$ cat config.mk
export PLATFORM = sky130hd
export DESIGN_NAME = envelope_ctrl
export DESIGN_NICKNAME = d
export VERILOG_FILES = /design/src/rtl/synth_pkg.sv /design/src/rtl/gate_edge.sv /design/src/rtl/envelope_ctrl.sv
export SDC_FILE = /design/constraint.sdc
export NUM_CORES = 1
export LEC_CHECK = 0
export ABC_CLOCK_PERIOD_IN_PS = 4600
export CORE_ASPECT_RATIO = 0.5
export CORE_UTILIZATION = 45
export CTS_CLUSTER_DIAMETER = 50
export DETAILED_ROUTE_END_ITERATION = 10
export DONT_BUFFER_PORTS = 1
export PLACE_DENSITY = 0.7
export SETUP_SLACK_MARGIN = 0.1
export SLEW_MARGIN = 20
export SYNTH_ARGS = -nofsm -noshare
export SYNTH_HDL_FRONTEND = slang
export SYNTH_SLANG_ARGS = --single-unit
$ cat constraint.sdc
create_clock -name clk -period 4.6 [get_ports clk]
set_clock_uncertainty 0.2 [all_clocks]
set_input_delay 0.46 -clock clk [delete_from_list [all_inputs] [get_ports clk]]
set_output_delay 0.46 -clock clk [all_outputs]
set_load 0.01 [all_outputs]
$ cat src/rtl/synth_pkg.sv
// Shared types and defaults for the envelope controller.
package synth_pkg;

  localparam int ENV_W_DEFAULT = 8;

  typedef enum logic [2:0] {
    ST_IDLE    = 3'd0,
    ST_ATTACK  = 3'd1,
    ST_DECAY   = 3'd2,
    ST_SUSTAIN = 3'd3,
    ST_RELEASE = 3'd4
  } env_stage_t;

endpackage

$ cat src/rtl/gate_edge.sv
// Gate edge detector: one-cycle rise/fall strobes from the registered key gate.
// A gate held high through reset is disarmed until it has been seen low.
module gate_edge (
  input  logic clk,
  input  logic rst,
  input  logic gate,
  output logic rise,
  output logic fall
);

  logic r_gate_q;
  logic r_armed;

  // NOTE: sequential state uses non-blocking assignments so every register samples pre-edge values.
  always_ff @(posedge clk) begin
    if (rst) begin
      r_gate_q <= 1'b0;
      r_armed  <= ~gate;
    end else begin
      r_gate_q <= gate;
      if (!gate) r_armed <= 1'b1;
    end
  end

  assign rise = gate & ~r_gate_q & r_armed;
  assign fall = ~gate & r_gate_q;

endmodule

$ cat src/rtl/envelope_ctrl.sv
// ADSR envelope generator stepped by step_tick; all outputs registered.
// Define ENV_RETRIGGER_EN to let a new key press restart ATTACK from the current level.
module envelope_ctrl
  import synth_pkg::*;
#(
  parameter int ENV_W = ENV_W_DEFAULT
) (
  input  logic             clk,
  input  logic             rst,
  input  logic             gate,
  input  logic             step_tick,
  input  logic [ENV_W-1:0] attack_step,
  input  logic [ENV_W-1:0] decay_step,
  input  logic [ENV_W-1:0] release_step,
  input  logic [ENV_W-1:0] sustain_level,
  output logic [ENV_W-1:0] env,
  output logic [2:0]       stage,
  output logic             busy,
  output logic             done
);

`ifdef ENV_RETRIGGER_EN
  localparam logic RETRIG = 1'b1;
`else
  localparam logic RETRIG = 1'b0;
`endif

  localparam logic [ENV_W-1:0] MAX = '1;

  logic w_rise;
  logic w_fall;

  env_stage_t       r_stage;
  logic [ENV_W-1:0] r_env;
  logic             r_busy;
  logic             r_done;

  gate_edge u_gate_edge (
    .clk  (clk),
    .rst  (rst),
    .gate (gate),
    .rise (w_rise),
    .fall (w_fall)
  );

  // Attack sum is one bit wider so overflow saturates at MAX instead of wrapping.
  logic [ENV_W:0]   w_attack_sum;
  logic [ENV_W-1:0] w_decay_gap;
  logic             w_attack_full;
  logic             w_decay_snap;
  logic             w_release_snap;

  assign w_attack_sum   = {1'b0, r_env} + {1'b0, attack_step};
  assign w_attack_full  = (attack_step == '0) || (w_attack_sum >= {1'b0, MAX});
  assign w_decay_gap    = r_env - sustain_level;
  assign w_decay_snap   = (decay_step == '0) || (r_env <= sustain_level) ||
                          (w_decay_gap <= decay_step);
  assign w_release_snap = (release_step == '0) || (r_env <= release_step);

  always_ff @(posedge clk) begin
    if (rst) begin
      r_stage <= ST_IDLE;
      r_env   <= '0;
      r_busy  <= 1'b0;
      r_done  <= 1'b0;
    end else begin
      r_done <= 1'b0;
      case (r_stage)
        ST_IDLE: begin
          if (w_rise) begin
            r_stage <= ST_ATTACK;
            r_busy  <= 1'b1;
          end
        end
        ST_ATTACK: begin
          if (w_fall) begin
            r_stage <= ST_RELEASE;
          end else if (step_tick) begin
            if (w_attack_full) begin
              r_env   <= MAX;
              r_stage <= ST_DECAY;
            end else begin
              r_env <= w_attack_sum[ENV_W-1:0];
            end
          end
        end
        ST_DECAY: begin
          if (RETRIG && w_rise) begin
            r_stage <= ST_ATTACK;
          end else if (w_fall) begin
            r_stage <= ST_RELEASE;
          end else if (step_tick) begin
            if (w_decay_snap) begin
              r_env   <= sustain_level;
              r_stage <= ST_SUSTAIN;
            end else begin
              r_env <= r_env - decay_step;
            end
          end
        end
        ST_SUSTAIN: begin
          if (RETRIG && w_rise) begin
            r_stage <= ST_ATTACK;
          end else if (w_fall) begin
            r_stage <= ST_RELEASE;
          end else begin
            r_env <= sustain_level;
          end
        end
        ST_RELEASE: begin
          if (RETRIG && w_rise) begin
            r_stage <= ST_ATTACK;
          end else if (step_tick) begin
            if (w_release_snap) begin
              r_env   <= '0;
              r_stage <= ST_IDLE;
              r_busy  <= 1'b0;
              r_done  <= 1'b1;
            end else begin
              r_env <= r_env - release_step;
            end
          end
        end
        default: begin
          r_stage <= ST_IDLE;
          r_env   <= '0;
          r_busy  <= 1'b0;
        end
      endcase
    end
  end

  assign env   = r_env;
  assign stage = r_stage;
  assign busy  = r_busy;
  assign done  = r_done;

endmodule

==> impl_metrics.yaml, run 1 <==
synth:
  synthMuxAreaShare_pct: 0.987
  yosysSeqAreaShare_pct: 12.2
  syn-instance-count: 319
  syn_area_per_cell_sq_um: 7.95
  ys_ff_latch: 15
  yosys.area.top_type: "ha_1"
  synth_fa_ha_area_share_pct: 22.4
  netlist_area_sq_um: 2530
  ys_dominant_reg_cell: "dfxtp_1"
  synth_top_family_by_area: "compound AO/OA/AOI/OAI gates"
  synth_edf_count: 1
  async_reset_ff_share_pct: 0
  synth.most_common_cell: "ha_1"
  synth_top_area_share_pct: 19.2
  synth.area.top_cells: "ha_1, dfxtp_1, inv_1"
  synth_xor_area_share_pct: 6.56
  yosysWarnings: 0
  synthDistinctLibCells: 64
  synth_compound_area_share_pct: 31.5
  synth-simple-area-share_pct: 20.2
  synth_nets: 398
  yosys-top-cells-count: "ha_1, inv_1, a21oi_1, nand2_1, nor2_1"
clock_tree:
  clk_root_buffer_cell: "clkbuf_8"
  post_cts_buffers: 0
  insertion_delay_ns: 0.26
  cts_resized: 0
  ctsHtreeMaxLevel: 1
  clk_path_buf_depth: 2
  clk_pin_slew_ns: 0.07
  cts_tree: "done"
  cts.sinks: 15
  numCtsBuffers: 3
  hold_buffers: 0
route:
  drtPass1Iterations: 4
  wl_microns: 7220
  wl_per_cell_microns: 18.5
  drtIter0Drc: 164
  vias: 2472
  antenna_left: 0
  vias_per_cell: 6.34
  drc_errors: 0
power_and_ir_drop:
  vdd_drop_max_uv: 97.6
  p_int_uw: 251
  power_uw: 382
  switching_power_uw: 131
  p_seq_share_pct: 37.4
  p_per_area_nw_per_um2: 143
  swShare_pct: 34.3
  p_leak_uw: 0.00117
  p_comb_share_pct: 33.1
  pwr-share-clk_pct: 29.5
floorplanning:
  start_util_pct: 49.2
  die-height_microns: 55.1
  fp.dieArea_sq_um: 5960
  core_area_sq_um: 5160
  rows: 18
  boundaryPins: 49
  chipWidth_microns: 108
sta:
  slew_headroom_pct: 33.2
  tightestPinTransition_ns: 1.00
  min_period_over_period_pct: 79.9
  fin_setup_tns_ns: 0
  fin_crit_ns: 3.67
  max_freq_mhz: 272
  finalHoldViolCount: 0
  slew_viol_final: 0
  finalSetupViolCount: 0
  rsz0062_at_grt: "false"
placed_design:
  port_buffers: 0
  dp_hpwl_microns: 5900
  gp_congestion: 0.881
global_routing:
  grt_pass1_vias: 2316
  grt_pass1_wl_microns: 11500
  grt_use_total_pct: 25.3
  gr-total-overflow: 0
  grt_start_max_net_pins: 18
  antenna_found_initial: 0
setup_path:
  slowest_delay_ns: 0.37
  required_ns: 4.56
  end_kind: "flop"
  reg2reg_to: "env[3]"
  r2r_cells: 17
  cp_slowest_cell: "dfxtp_1"
  timing.reg2reg.setup_slack_ns: 0.93
  critical_path_class: "flop to flop"
  crit_chain: "inv_1 > ha_1 > inv_1 > a21o_1 > a21oi_1 > o21bai_1 > a21oi_1 > o21ai_0 > xor2_1 > ha_1 > nand4_1 > nor2_1 > nor3_2 > o211ai_4 > nor2_1 > a22oi_1 > a221oi_1"
  worstReg2RegStart: "env[0]"
  crit_arrival_ns: 3.63
  cp_max_fo: 8
  path_buf_inv: 2
  crit_path_start_kind: "flop"
  cp_top_family: "compound AO/OA/AOI/OAI gates"
finish:
  fin_nets: 400
  fillers: 491
  drive_above_1_share_pct: 8.75
  syn_to_final_growth_pct: 5.23
  diodes: 0
min_path:
  hold_path_end: "busy"
  hold_path_depth: 1
  hp-start: "rst"
  hp-class: "input port to flop"
job:
  cap_violations: 0
outcome:
  status: "complete, no violations"
-- layout make-up --
type                    count  area [sq um]  share of cell area, %
inverters                  33           124                   4.64
multi-input cells         264          2070                   77.6
flip-flops and latches     15           310                   11.6
repair buffers              4          30.0                   1.13
clock buffers               3          41.3                   1.55
clock inverters             1          5.00                  0.188
well taps                  70          87.6                   3.28
-- cell families after synthesis --
family                     Yosys count
AOI/OAI and AO/OA                  109
xor gates and xnor gates            19
adders and majority gates           43
buffers and inverters               40
DFF                                 15
muxes                                2
and+or+nand+nor                     91
-- layer usage --
layer	part of all wire (%)	vias up	wire, microns	global-route usage, %
li1	-	1207	-	-
met1	47	1163	3360	33.9
met2	44	93	3150	43.6
met3	8.9	9	641	4.57
met4	0.94	0	68	4.11
met5	0	-	0	0
-- worst reg2reg max path, delay by kind of cell, from the launching register on --
family	cells	cell delay, ns
and+or+nand+nor	4	0.67
adders and majority gates	2	0.49
xor gates and xnor gates	1	0.17
AOI/OAI and AO/OA	8	1.48
DFF	1	0.37
buffers and inverters	2	0.20
-- flip-flops by register name (all words and copies together) (netlist names) --
| name | flops |
|---|---|
| env | 8 |
| stage | 3 |
| busy | 1 |
| done | 1 |
| u_gate_edge.r_armed | 1 |
| u_gate_edge.r_gate_q | 1 |
-- power groups by stage --
| stage | clock network [uW] | logic, uW | registers (uW) |
|---|---|---|---|
| detailed placement | 0 | 123 | 146 |
| CTS | 113 | 125 | 143 |
| global route | 117 | 141 | 144 |
| global placement | 0 | 121 | 146 |
| floorplan | 0 | 106 | 141 |
| finish | 113 | 126 | 143 |
-- worst max path at each step --
stage	start	endpoint	slack, ns	depth (start not counted)
4_1_cts	env[0]	env[1]	0.96	16
3_5_place_dp	sustain_level[1]	env[1]	0.89	15
2_1_floorplan	env[1]	env[1]	1.10	14
5_1_grt	env[0]	env[1]	0.59	16
3_3_place_gp	sustain_level[1]	env[1]	1.02	15
6_report	env[0]	env[3]	0.93	17
-- stage by stage --
step / utilization [%] / cell area (sq um) / hold WS (ns) / instances / worst slack, ns
3_3_place_gp: 50.8 / 2620 / 0.327 / 386 / 1.02
3_5_place_dp: 50.8 / 2620 / 0.333 / 386 / 0.894
5_1_grt: 51.7 / 2670 / 0.0690 / 390 / 0.595
4_1_cts: 51.7 / 2670 / 0.0622 / 390 / 0.957
6_report: 51.7 / 2670 / 0.0650 / 390 / 0.926
2_1_floorplan: - / 2530 / 0.313 / 319 / 1.10
-- placed cells by master (no fill, tap or decap), drive strengths merged, types with 5 or more instances in the layout --
| cell | count |
|---|---|
| a21o | 7 |
| a21oi | 25 |
| a221oi | 8 |
| a311oi | 5 |
| dfxtp | 14 |
| ha | 39 |
| inv | 33 |
| nand2 | 17 |
| nand4 | 6 |
| nor2 | 17 |
| nor2b | 8 |
| nor3 | 13 |
| o21a | 10 |
| o21ai | 12 |
| o21bai | 5 |
| or3 | 7 |
| xnor2 | 9 |
| xor2 | 10 |
Note: power is estimated with default switching activity, not from simulation.
==> run 2: changes to the inputs <==
--- a/config.mk
+++ b/config.mk
@@ -5,13 +5,13 @@
 export SDC_FILE = /design/constraint.sdc
 export NUM_CORES = 1
 export LEC_CHECK = 0
-export ABC_CLOCK_PERIOD_IN_PS = 4600
+export ABC_CLOCK_PERIOD_IN_PS = 3050
 export CORE_ASPECT_RATIO = 0.5
 export CORE_UTILIZATION = 45
 export CTS_CLUSTER_DIAMETER = 50
 export DETAILED_ROUTE_END_ITERATION = 10
 export DONT_BUFFER_PORTS = 1
-export PLACE_DENSITY = 0.7
+export PLACE_DENSITY = 0.72
 export SETUP_SLACK_MARGIN = 0.1
 export SLEW_MARGIN = 20
 export SYNTH_ARGS = -nofsm -noshare
==> constraint.sdc (replaced) <==
create_clock -name clk -period 3.05 [get_ports clk]
set_clock_uncertainty 0.2 [all_clocks]
set_input_delay 0.305 -clock clk [delete_from_list [all_inputs] [get_ports clk]]
set_output_delay 0.305 -clock clk [all_outputs]
set_load 0.01 [all_outputs]
==> run 2 against run 1 <==
Against the previous run: largest cell class unchanged; fmax increased by 14%; non-clock buffer count rose by 29; the run now ends with negative setup slack left; critical path depth is 1 lower; worst hold slack got worse by 0.037 ns; largest power group is now combinational cells; via count up 8.9%; die area did not move; register-to-register slack worse by 1.1 ns.
==> impl_metrics.yaml, run 2 (same netlist as run 1, synthesis figures left out) <==
outcome:
  status: "complete, but fails checks"
  violations: "negative setup slack"
clock_tree:
  cts.sinks: 15
  ctsHtreeMaxLevel: 1
  cts_tree: "done"
  insertion_delay_ns: 0.25
  clk_root_buffer_cell: "clkbuf_8"
  numCtsBuffers: 3
  clk_path_buf_depth: 2
  clk_pin_slew_ns: 0.06
route:
  antenna_left: 0
  drtPass1Iterations: 8
  vias_per_cell: 6.42
  drtIter0Drc: 266
  wl_per_cell_microns: 19.6
  drc_errors: 0
  wl_microns: 8200
  vias: 2692
finish:
  largest_register_ffs: 8
  finish.utilization_pct: 59.4
  final_common_cell: "ha_1"
  mostFrequentLayoutCells: "ha_1, inv_1, buf_4, a21oi_1"
  fillers: 428
  syn_to_final_growth_pct: 20.8
  drive_above_1_share_pct: 22.9
  fin_nets: 429
  diodes: 0
sta:
  tightestPinTransition_ns: 1.09
  rsz0062_at_grt: "true"
  finalHoldViolCount: 0
  slew_headroom_pct: 27.1
  finalSetupViolCount: 9
  min_period_over_period_pct: 106
  worst_slack_ns: -0.173
  slew_viol_final: 0
  max_freq_mhz: 310
  fin_crit_ns: 3.22
setup_path:
  crit_path_start_kind: "flop"
  timing.reg2reg.setup_slack_ns: -0.17
  cp_max_fo: 7
  r2r_cells: 16
  crit_arrival_ns: 3.14
  critical_path_class: "flop to flop"
  end_kind: "flop"
  required_ns: 2.97
  worstReg2RegStart: "env[0]"
  reg2reg_to: "env[4]"
power_and_ir_drop:
  p_per_area_nw_per_um2: 197
  vdd_drop_max_uv: 138
  p_leak_uw: 0.00132
  power_uw: 603
global_routing:
  grt_pass1_wl_microns: 12500
  use_met3_pct: 9.13
  grt_start_max_net_pins: 18
  met1_usage_pct: 37.1
  grt_use_total_pct: 28.5
  grt_util_met2_pct: 44.6
  grt.busiest_layer: "met2"
  antenna_found_initial: 0
  grt_pass1_vias: 2507
  gr-total-overflow: 0
placed_design:
  port_buffers: 0
  dp_hpwl_microns: 6570
  gp_congestion: 0.951
min_path:
  hp-class: "input port to flop"
  hp-start: "step_tick"
  hold_path_end: "done"
  hold_path_depth: 2
floorplanning:
  die-height_microns: 55.1
  rows: 18
  start_util_pct: 49.2
  fp.dieArea_sq_um: 5960
  boundaryPins: 49
  chipWidth_microns: 108
  core_area_sq_um: 5160
job:
  cap_violations: 0
==> run 2: cell count changes in the layout (fill, tap and decap cells not counted), sizes merged <==
cell / change
buf: +25
clkinvlp: +1
dlygate4sd3: +4
inv: -1
==> run 2: report_power, final <==
| part | total [uW] | internal (uW) | switching (uW) |
|---|---|---|---|
| Clock | 167 | 90.7 | 76.8 |
| Combinational | 222 | 100 | 121 |
| Sequential | 214 | 202 | 11.7 |
| Total | 603 | 393 | 210 |
==> run 2: critical path, stage by stage (launching register included) <==
cell      delay [ns]
dfxtp_4         0.35
inv_4           0.05
ha_4            0.12
inv_2           0.04
fa_2            0.34
a21oi_2         0.15
o21bai_1        0.09
xor2_1          0.14
ha_1            0.29
o21a_1          0.18
o211ai_1        0.20
a21oi_2         0.07
o211ai_4        0.30
buf_6           0.15
mux2_4          0.29
nand2_2         0.05
a311oi_1        0.07
==> run 2: how the worst max path moves through the flow <==
stage                     startpoint  slack, ns      to
floorplan                     env[1]      -0.02  env[1]
global placement              env[0]      -0.13  env[4]
detailed placement  sustain_level[1]      -0.22  env[6]
CTS                           env[0]      -0.15  env[4]
global route                  env[1]      -0.29  env[4]
finish                        env[0]      -0.17  env[4]
==> run 2: layout make-up <==
type	instances	area [sq um]	share of cell area, %
well taps	70	87.6	2.86
flip-flops and latches	15	319	10.4
inverters	33	130	4.25
multi-input cells	264	2210	72.2
repair buffers	33	269	8.78
clock inverters	1	5.00	0.163
clock buffers	3	41.3	1.35
==> run 2: timing repair <==
item,in CTS,in global routing
hold endpoints to repair,13,11
setup buffers,4,1
pin swaps,15,6
hold buffers,3,1
gates resized for setup,8,14
endpoints found under the setup margin,9,11
==> run 2: stage by stage <==
step                cell area (sq um)  TNS [ns]  std cells  setup WS [ns]  hold slack, ns
floorplan                        2600   -0.0159        319        -0.0159           0.184
global placement                 2840    -0.600        406         -0.125           0.173
detailed placement               2840     -1.55        406         -0.216           0.173
CTS                              2980    -0.792        417         -0.152         -0.0883
global route                     3060     -2.18        419         -0.290          0.0364
finish                           3060    -0.986        419         -0.173          0.0278
==> run 2: metal layers <==
metal  part of all wire (%)  wire length (microns)  up-vias
met4                    2.9                    238        0
met2                     41                   3380      139
met5                      0                      0        -
met1                     44                   3590     1258
li1                       -                      -     1269
met3                     12                    999       26
==> run 3: changes to the inputs <==
--- a/config.mk
+++ b/config.mk
@@ -6,6 +6,7 @@
 export NUM_CORES = 1
 export LEC_CHECK = 0
 export ABC_CLOCK_PERIOD_IN_PS = 3050
+export CAP_MARGIN = 25
 export CORE_ASPECT_RATIO = 0.5
 export CORE_UTILIZATION = 45
 export CTS_CLUSTER_DIAMETER = 50
==> results of run 3 <==
The final DEF is identical to that of run 2; final timing and power are the same.
